## src/rtl/dmem_lsu_if.sv

```systemverilog
// Memory-side bus of the data load/store unit: one request held until acked,
// with read data returned in the ack cycle.
interface dmem_lsu_if;
    logic        bus_req;
    logic        bus_we;
    logic [31:0] bus_addr;
    logic [3:0]  bus_wstrb;
    logic [31:0] bus_wdata;
    logic        bus_ack;
    logic [31:0] bus_rdata;

    modport master (
        output bus_req,
        output bus_we,
        output bus_addr,
        output bus_wstrb,
        output bus_wdata,
        input  bus_ack,
        input  bus_rdata
    );

    modport slave (
        input  bus_req,
        input  bus_we,
        input  bus_addr,
        input  bus_wstrb,
        input  bus_wdata,
        output bus_ack,
        output bus_rdata
    );
endinterface

```

## src/rtl/dmem_lsu.sv

```systemverilog
// MEM-stage load/store unit: IDLE/REQ/RESP sequencer that aligns stores onto byte lanes and
// extracts/extends loads. Define XGRISCV_LSU_MISALIGN_TRAP_EN to fault misaligned half/word accesses.
module dmem_lsu (
    input  logic        clk,
    input  logic        reset,
    input  logic        req_valid,
    input  logic        memwrite,
    input  logic [1:0]  lwhb,
    input  logic [1:0]  swhb,
    input  logic        lunsigned,
    input  logic [31:0] addr,
    input  logic [31:0] wdata,
    output logic        busy,
    output logic        done,
    output logic [31:0] rdata,
`ifdef XGRISCV_LSU_MISALIGN_TRAP_EN
    output logic        misalign,
`endif
    dmem_lsu_if.master  bus
);

    typedef enum logic [1:0] {
        S_IDLE = 2'd0,
        S_REQ  = 2'd1,
        S_RESP = 2'd2
    } state_e;

    typedef enum logic [1:0] {
        W_NONE = 2'b00,
        W_BYTE = 2'b01,
        W_HALF = 2'b10,
        W_WORD = 2'b11
    } width_e;

    state_e      state_q, state_d;
    width_e      width_q, width_d;
    logic        lunsigned_q, lunsigned_d;
    logic [1:0]  lane_q, lane_d;
    logic        bus_req_q, bus_req_d;
    logic        bus_we_q, bus_we_d;
    logic [31:0] bus_addr_q, bus_addr_d;
    logic [3:0]  bus_wstrb_q, bus_wstrb_d;
    logic [31:0] bus_wdata_q, bus_wdata_d;
    logic        done_q, done_d;
    logic [31:0] rdata_q, rdata_d;
`ifdef XGRISCV_LSU_MISALIGN_TRAP_EN
    logic        misalign_q, misalign_d;
    logic        misaligned;
`endif

    width_e      sel_width;
    logic        start;
    logic [3:0]  st_strb;
    logic [31:0] st_data;
    logic [7:0]  ld_byte;
    logic [15:0] ld_half;
    logic [31:0] ld_value;

    assign sel_width = width_e'(memwrite ? swhb : lwhb);
    assign start     = req_valid && (sel_width != W_NONE);

`ifdef XGRISCV_LSU_MISALIGN_TRAP_EN
    assign misaligned = ((sel_width == W_HALF) && addr[0]) ||
                        ((sel_width == W_WORD) && (addr[1:0] != 2'b00));
`endif

    // Stall the pipeline from the cycle a request appears until the bus accepts it.
    assign busy = (state_q == S_REQ) || ((state_q == S_IDLE) && start && !reset);

    // Store lane placement, computed from the live inputs at accept time.
    always_comb begin
        // NOTE: every always_comb output gets a default first so no path can infer a latch.
        st_strb = 4'b1111;
        st_data = wdata;
        case (sel_width)
            W_BYTE: begin
                st_strb = 4'b0001 << addr[1:0];
                st_data = {4{wdata[7:0]}};
            end
            W_HALF: begin
                st_strb = 4'b0011 << {addr[1], 1'b0};
                st_data = {2{wdata[15:0]}};
            end
            default: begin
                st_strb = 4'b1111;
                st_data = wdata;
            end
        endcase
    end

    // Load extraction from the word returned in the ack cycle.
    always_comb begin
        ld_byte  = bus.bus_rdata[{lane_q, 3'b000} +: 8];
        ld_half  = lane_q[1] ? bus.bus_rdata[31:16] : bus.bus_rdata[15:0];
        ld_value = bus.bus_rdata;
        case (width_q)
            W_BYTE:  ld_value = {{24{~lunsigned_q & ld_byte[7]}}, ld_byte};
            W_HALF:  ld_value = {{16{~lunsigned_q & ld_half[15]}}, ld_half};
            W_WORD:  ld_value = bus.bus_rdata;
            default: ld_value = 32'h0;
        endcase
    end

    always_comb begin
        state_d     = state_q;
        width_d     = width_q;
        lunsigned_d = lunsigned_q;
        lane_d      = lane_q;
        bus_req_d   = bus_req_q;
        bus_we_d    = bus_we_q;
        bus_addr_d  = bus_addr_q;
        bus_wstrb_d = bus_wstrb_q;
        bus_wdata_d = bus_wdata_q;
        done_d      = 1'b0;
        rdata_d     = 32'h0;
`ifdef XGRISCV_LSU_MISALIGN_TRAP_EN
        misalign_d  = 1'b0;
`endif

        case (state_q)
            S_IDLE: begin
                if (start) begin
                    width_d     = sel_width;
                    lunsigned_d = lunsigned;
                    lane_d      = addr[1:0];
`ifdef XGRISCV_LSU_MISALIGN_TRAP_EN
                    if (misaligned) begin
                        state_d    = S_RESP;
                        done_d     = 1'b1;
                        misalign_d = 1'b1;
                    end else begin
`else
                    begin
`endif
                        state_d     = S_REQ;
                        bus_req_d   = 1'b1;
                        bus_we_d    = memwrite;
                        bus_addr_d  = {addr[31:2], 2'b00};
                        bus_wstrb_d = memwrite ? st_strb : 4'b0000;
                        bus_wdata_d = memwrite ? st_data : 32'h0;
                    end
                end
            end

            S_REQ: begin
                if (bus.bus_ack) begin
                    state_d     = S_RESP;
                    done_d      = 1'b1;
                    rdata_d     = bus_we_q ? 32'h0 : ld_value;
                    bus_req_d   = 1'b0;
                    bus_we_d    = 1'b0;
                    bus_addr_d  = 32'h0;
                    bus_wstrb_d = 4'b0000;
                    bus_wdata_d = 32'h0;
                end
            end

            S_RESP: begin
                state_d = S_IDLE;
            end

            default: begin
                state_d = S_IDLE;
            end
        endcase
    end

    // Reset wins over any request or ack arriving in the same cycle.
    always_ff @(posedge clk) begin
        // NOTE: sequential state uses non-blocking assignments only, so every flop samples pre-edge values.
        if (reset) begin
            state_q     <= S_IDLE;
            width_q     <= W_NONE;
            lunsigned_q <= 1'b0;
            lane_q      <= 2'b00;
            bus_req_q   <= 1'b0;
            bus_we_q    <= 1'b0;
            bus_addr_q  <= 32'h0;
            bus_wstrb_q <= 4'b0000;
            bus_wdata_q <= 32'h0;
            done_q      <= 1'b0;
            rdata_q     <= 32'h0;
`ifdef XGRISCV_LSU_MISALIGN_TRAP_EN
            misalign_q  <= 1'b0;
`endif
        end else begin
            state_q     <= state_d;
            width_q     <= width_d;
            lunsigned_q <= lunsigned_d;
            lane_q      <= lane_d;
            bus_req_q   <= bus_req_d;
            bus_we_q    <= bus_we_d;
            bus_addr_q  <= bus_addr_d;
            bus_wstrb_q <= bus_wstrb_d;
            bus_wdata_q <= bus_wdata_d;
            done_q      <= done_d;
            rdata_q     <= rdata_d;
`ifdef XGRISCV_LSU_MISALIGN_TRAP_EN
            misalign_q  <= misalign_d;
`endif
        end
    end

    assign done          = done_q;
    assign rdata         = rdata_q;
    assign bus.bus_req   = bus_req_q;
    assign bus.bus_we    = bus_we_q;
    assign bus.bus_addr  = bus_addr_q;
    assign bus.bus_wstrb = bus_wstrb_q;
    assign bus.bus_wdata = bus_wdata_q;
`ifdef XGRISCV_LSU_MISALIGN_TRAP_EN
    assign misalign      = misalign_q;
`endif

endmodule

```

## src/flat_wrapper.sv

```systemverilog
// flat-port wrapper written by rule: the top's interface ports become plain ports
module dmem_lsu_flat 
  (clk, reset, req_valid, memwrite, lwhb, swhb, lunsigned, addr, wdata, busy, done, rdata, bus_bus_req, bus_bus_we, bus_bus_addr, bus_bus_wstrb, bus_bus_wdata, bus_bus_ack, bus_bus_rdata);
  dmem_lsu_if bus_i ();
  input  logic clk;
  input  logic reset;
  input  logic req_valid;
  input  logic memwrite;
  input  logic [1:0] lwhb;
  input  logic [1:0] swhb;
  input  logic lunsigned;
  input  logic [31:0] addr;
  input  logic [31:0] wdata;
  output logic busy;
  output logic done;
  output logic [31:0] rdata;
  output wire logic [$bits(bus_i.bus_req)-1:0] bus_bus_req;
  output wire logic [$bits(bus_i.bus_we)-1:0] bus_bus_we;
  output wire logic [$bits(bus_i.bus_addr)-1:0] bus_bus_addr;
  output wire logic [$bits(bus_i.bus_wstrb)-1:0] bus_bus_wstrb;
  output wire logic [$bits(bus_i.bus_wdata)-1:0] bus_bus_wdata;
  input wire logic [$bits(bus_i.bus_ack)-1:0] bus_bus_ack;
  input wire logic [$bits(bus_i.bus_rdata)-1:0] bus_bus_rdata;
  assign bus_bus_req = bus_i.bus_req;
  assign bus_bus_we = bus_i.bus_we;
  assign bus_bus_addr = bus_i.bus_addr;
  assign bus_bus_wstrb = bus_i.bus_wstrb;
  assign bus_bus_wdata = bus_i.bus_wdata;
  assign bus_i.bus_ack = bus_bus_ack;
  assign bus_i.bus_rdata = bus_bus_rdata;
  dmem_lsu u_core (.clk(clk), .reset(reset), .req_valid(req_valid), .memwrite(memwrite), .lwhb(lwhb), .swhb(swhb), .lunsigned(lunsigned), .addr(addr), .wdata(wdata), .busy(busy), .done(done), .rdata(rdata), .bus(bus_i));
endmodule
```

## config.mk

```make
export PLATFORM = sky130hd
export DESIGN_NAME = dmem_lsu_flat
export DESIGN_NICKNAME = d
export VERILOG_FILES = /design/src/rtl/dmem_lsu_if.sv /design/src/rtl/dmem_lsu.sv /design/src/flat_wrapper.sv
export SDC_FILE = /design/constraint.sdc
export NUM_CORES = 1
export LEC_CHECK = 0
export CORE_ASPECT_RATIO = 0.5
export CORE_UTILIZATION = 40
export DETAILED_ROUTE_END_ITERATION = 7
export PLACE_DENSITY = 0.86
export SLEW_MARGIN = 40
export SYNTH_ARGS = -nofsm -noshare
export SYNTH_HDL_FRONTEND = slang
export SYNTH_SLANG_ARGS = --single-unit
```

## constraint.sdc

```tcl
create_clock -name clk -period 3.45 [get_ports clk]
set_input_delay 1.035 -clock clk [delete_from_list [all_inputs] [get_ports clk]]
set_output_delay 1.035 -clock clk [all_outputs]
set_load 0.03 [all_outputs]
```

# Yosys cells after proc, flatten, opt, wreduce, memory -nomap -nowiden
# Cells that the tools add are included.
word_totals:
  input_bits: 106
  output_inout_bits: 104
  reg_bits: 110
op_classes:
  n_bitwise: 5
  shifts: 3
  eq_ne: 8
  n_mux: 24
  n_reduce_logical: 13
op_table:
  columns: ["operator", "count"]
  rows:
  - ["32-bit case mux with 2 select lines", 3]
  - ["32-bit two-way mux", 4]
  - ["32-bit case mux with 3 select lines", 1]
  - ["32-bit by 6-bit variable part select with 8-bit output", 1]
  - ["16-bit two-way mux", 1]
  - ["4-bit case mux with 2 select lines", 2]
  - ["4-bit two-way mux", 3]
  - ["2-bit by 1-bit == test with 1-bit output (second input constant)", 3]
  - ["2-bit == test (second input constant)", 3]
  - ["2-bit two-way mux", 3]
  - ["1-bit two-way mux", 4]
  - ["1-bit case mux with 2 select lines", 2]
  - ["2-bit case mux with 2 select lines", 1]
  - ["2-bit AND reduction", 2]
  - ["2-bit nonzero test", 2]
  - ["4-bit OR reduction", 1]
  - ["1-bit by 2-bit << shifter with 4-bit output (first input constant)", 1]
  - ["2-bit by 2-bit << shifter with 4-bit output (first input constant)", 1]
  - ["1-bit logical AND", 3]
  - ["1-bit NOT", 3]
  - ["3-bit AND reduction", 1]
  - ["1-bit bitwise AND", 2]
  - ["2-bit zero test", 1]
  - ["2-bit by 1-bit inequality test with 1-bit output (second input constant)", 1]
  - ["other kinds (4)", 4]

# Longest topological paths before layout
depth:
  depth_word: 6
  ltp_mapped: 8
  mapped_depth_nobuf: 7

# Least setup slack after synthesis
# No wires, ideal clock.
synth_timing:
  path_kind: "input to output"
  startpoint: "input port memwrite"
  endpoint: "output port busy"
  arrival_time_ps: 2394
  t_required_ps: 2415
  path_buffers: 1
  path_slack_ps: 21
  path_stages: 6
  cell_sequence: "mux2i_1 > ha_1 > or4b_1 > buf_2 > nor2_1 > or2_2"
synth_between:
  elab_chain_len: 6
synth_lines:
  columns: ["element", "line_no", "rtl"]
  rows:
  - ["start, declared", "flat_wrapper.sv:8", "input logic memwrite;"]
  - ["2-bit two-way mux", "dmem_lsu.sv:59", "assign sel_width = width_e'(memwrite ? swhb : lwhb);"]
  - ["2-bit nonzero test", "dmem_lsu.sv:60", "assign start = req_valid && (sel_width != W_NONE);"]
  - ["1-bit logical AND", "dmem_lsu.sv:60", null]
  - ["1-bit logical AND (2 in a row)", "dmem_lsu.sv:68", "assign busy = (state_q == S_REQ) || ((state_q == S_IDLE) && start && !reset);"]
  - ["1-bit logical OR", "dmem_lsu.sv:68", null]
  - ["end, declared", "flat_wrapper.sv:14", "output logic busy;"]
# No other way between the ends.

# Worst setup path in the final report
# Same ends and word-level chain as after synthesis.

==> run summary <==
Net switching is 26.8% of the power. The master cell of the clock root buffer is sky130_fd_sc_hd__clkbuf_16. The global-route wire length before repair is 19600 um.

The total global-route track usage is 22.8%. The maximum number of pins on one net before global-route repair came out at 49. The clock edge transition at the registers on the reported setup and hold paths is 0.07 ns. The transition at the pin with the smallest max-transition slack is 0.806 ns.

The worst setup skew after layout is 0.00902 ns. The critical path in this run is classified as primary input to output pin. Once layout is complete, the utilization of the core stands at 66.6%. The count of fill cells added during filler insertion is 765. The share of power burned in registers came out at 43.5%. The tightest min-delay check is of the register to register type. The first routing iteration left 239 violations. The number of sinks handled by clock tree synthesis came out at 108.

The clock network latency to the later pin of the worst-skew pair came out at 0.35 ns. After detailed routing, the number of remaining DRC violations is 0. The congestion estimate from routability-driven global placement came to 0.852. The count of pins over their slew limit came out at 0. The synthesized cell area is 0.00420 sq mm. The largest fanout on the critical path is 3.

The overall overflow remaining after global route came out at 0. The post-detailed-route via-to-cell ratio is 5.22. The ratio of total power to cell area is 451 mW/mm^2. The number of buffers inserted for hold repair after clock tree synthesis came out at 0. Across the VDD grid, the largest voltage drop is 0.212 mV. The number of placed instances with taps included is 744. The die is 74.5 um tall. The clock network accounts for 35.1% of the total power.

The flow ran to the end, and the final reports show no timing, DRC or antenna violations. The layout cell share with drive strength beyond 1 is 11.6%. After detailed routing, the average wire length per cell comes to 16.7 um. The proportion of register bits with asynchronous set or reset after synthesis is 0%. For this run, the leading register cell type out of synthesis is sky130_fd_sc_hd__dfxtp_1.

The number of warnings reported in the yosys synthesis log is 0. The internal power of the cells totals 2250 uW. The kind of launch point of the worst setup path is a primary input. Timing would allow up to 296 MHz. The top cell types in the final layout, fill and taps aside, are sky130_fd_sc_hd__clkdlybuf4s50_1, sky130_fd_sc_hd__dfxtp_1, sky130_fd_sc_hd__a22o_1. Summing all multi-input logic gate instances after layout gives 0.00190 sq mm.

The number of antenna diodes in the final layout is 0. The total of max-cap violations came out at 0. The number of detailed-routing iterations run before antenna repair is 5.

Summing all flip-flop and latch instances after layout gives 0.00216 sq mm. The floorplan step defined a die boundary enclosing 0.0109 sq mm. The number of instances in the synthesized netlist is 415.

In this run, synthesis produced a sequential element count of 108. The initial antenna violation count is 0. Synthesis instantiated 37 different standard cells from the library.

The clock passes through at most 2 buffers. The sequential element share of the synthesized area is 51.5%. The initialized floorplan defines 26 standard-cell rows.

STA classifies the critical path endpoint as an output pin. Once detail routing completed, the nets flagged for antenna violations numbered 0. The mean cell area of the mapped netlist is 10.1 sq um. The worst max-slew margin expressed relative to the limit is 46.2%. The largest single stage delay on the critical path is 0.51 ns.

The total setup violations reported at the end of the flow came out at 0. The final HPWL from detailed placement came out at 9160 um. In this run, CTS created clock tree buffers numbering 9.

The library cell used most frequently in the layout, excluding fill and tap cells, is sky130_fd_sc_hd__clkdlybuf4s50_1. The final instance count without filler cells came out at 762. Per report_power, the combinational group accounts for 21.4% of the total. The leakage component of the power is 0.00252 uW. The number of global-route vias before repair came out at 3754. By instance count, the cell type seen most on the critical path is sky130_fd_sc_hd__buf_6.

STA puts the critical path data required time at 2.41 ns. The number of synthesized flops with an enable pin is 0. The total net switching power came out at 822 uW. During I/O placement, the number of pins put on the boundary was 210. Setup repair after global routing left no endpoint under its margin. For this configuration, the core starts out at a cell density of 41.1%.

TritonCTS built the clock tree. Traced cell by cell, the critical path runs through buf_6 > mux2i_2 > ha_2 > or4b_4 > nor2_4 > or2_4 > buf_6. The core outline area came out at 0.0102 sq mm. The highest-delay cell along the critical path is sky130_fd_sc_hd__or4b_4. The H-tree was split into 3 levels. The post-route minimum period is 3.38 ns. The share of the cycle needed by the critical path after routing came out at 97.8%. The total of buffers placed on input and output ports is 207.

The routed layout has 3974 vias. Measured along the x axis, the die boundary spans 147 um. The routed design has 12700 um of wire. The worst path arrival time is 2.34 ns. Compared with the post-synthesis result, the final layout area differs by 62.1%. The number of endpoints with negative hold slack in the final report came out at 0. The net count of the finished layout is 726.
[Yosys cell counts, types with 2 or more instances]
master                        n  share of area, %
sky130_fd_sc_hd__o2bb2ai_1   17               3.5
sky130_fd_sc_hd__or2_2        2              0.30
sky130_fd_sc_hd__nand2_1     35               3.1
sky130_fd_sc_hd__a21oi_1     41               4.9
sky130_fd_sc_hd__nor2_1      26               2.3
sky130_fd_sc_hd__buf_4        2              0.36
sky130_fd_sc_hd__mux2i_1      4              0.95
sky130_fd_sc_hd__o21bai_1     2              0.36
sky130_fd_sc_hd__buf_2        8              0.95
sky130_fd_sc_hd__a222oi_1     7               1.7
sky130_fd_sc_hd__clkbuf_1    20               1.8
sky130_fd_sc_hd__nand2b_1     4              0.60
sky130_fd_sc_hd__inv_1        4              0.36
sky130_fd_sc_hd__and2_1       2              0.30
sky130_fd_sc_hd__a22oi_1     15               2.7
sky130_fd_sc_hd__dfxtp_1    108                51
sky130_fd_sc_hd__o21ai_0      4              0.48
sky130_fd_sc_hd__a211oi_1     3              0.54
sky130_fd_sc_hd__a22o_1      47               9.8
sky130_fd_sc_hd__mux2_2      23               6.2
sky130_fd_sc_hd__buf_1        4              0.36
sky130_fd_sc_hd__a21o_1       3              0.54
sky130_fd_sc_hd__nor2b_1     10               1.5
sky130_fd_sc_hd__and3b_1      2              0.42
sky130_fd_sc_hd__a31oi_1      8               1.2
sky130_fd_sc_hd__ha_1         3              0.89
[path summary, 6_finish.rpt]
kind | slack, ns | startpoint | cells after the start | to
max | 0.07 | memwrite | 7 | busy
min | 0.46 | u_core.bus.bus_wdata[17] | 1 | u_core.bus.bus_wdata[17]
max reg2reg | 1.36 | u_core.lane_q[1] | 5 | u_core.rdata[7]
min reg2reg | 0.46 | u_core.bus.bus_wdata[17] | 1 | u_core.bus.bus_wdata[17]
[registers in the layout, summed over array words and instances, names as in the netlist]
signal / cells
u_core.bus.bus_we: 1
u_core.done: 1
u_core.lane_q: 2
u_core.bus.bus_addr: 30
u_core.state_q: 2
u_core.width_q: 2
u_core.bus.bus_req: 1
u_core.rdata: 32
u_core.bus.bus_wstrb: 4
u_core.bus.bus_wdata: 32
u_core.lunsigned_q: 1
[cells by family after synthesis]
kind of cell,count (synthesis),synth area share [%]
buffers and inverters,39,4.08
other,1,0.0893
and+or+nand+nor,89,10.5
muxes,27,7.12
AOI/OAI and AO/OA,148,25.8
DFF,108,51.5
adders and majority gates,3,0.894
[metrics by stage]
stage	hold slack [ns]	setup WS (ns)	TNS (ns)	area [sq um]	power (uW)
finish	0.462	0.0746	0	6810	3070
global route	0.482	0.0128	0	6810	3190
CTS	0.465	0.00540	0	6800	3090
detailed placement	0.446	-0.397	-0.397	6450	2000
global placement	0.437	-0.377	-0.377	6450	1990
floorplan	0.442	0.0208	0	4200	1700
[timing repair]
action / in CTS / in global routing
pin swaps: 4 / 4
buffers inserted: 1 / 1
setup endpoints to repair: 1 / 1
resized for setup: 20 / 3
[critical path: cells and delay by family]
kind	cells	cell delay (ns)
and+or+nand+nor	3	0.73
muxes	1	0.15
adders and majority gates	1	0.20
buffers and inverters	2	0.22
[power by group through the flow]
| stage | Combinational (uW) | Sequential, uW | Clock [uW] |
|---|---|---|---|
| 2_1_floorplan | 247 | 1450 | 0 |
| 3_3_place_gp | 632 | 1360 | 0 |
| 3_5_place_dp | 641 | 1360 | 0 |
| 4_1_cts | 653 | 1340 | 1100 |
| 5_1_grt | 696 | 1340 | 1150 |
| 6_report | 656 | 1340 | 1080 |
[layout make-up]
type                       count  area share (%)
clock inverter                 4           0.809
timing repair buffer         225            32.8
inverter                       4           0.221
clock buffer                  12            3.91
sequential                   108            31.8
multi-input combinational    269            27.9
tap                          140            2.57
[layer usage]
metal / GRT usage [%] / vias up / wire [um]
met5: 0 / - / 0
met4: 7.67 / 0 / 269
met3: 5.46 / 27 / 532
met2: 40.9 / 126 / 6410
met1: 27.5 / 1894 / 5500
li1: - / 1927 / -
No activity file was read; power rests on OpenSTA's default activity.
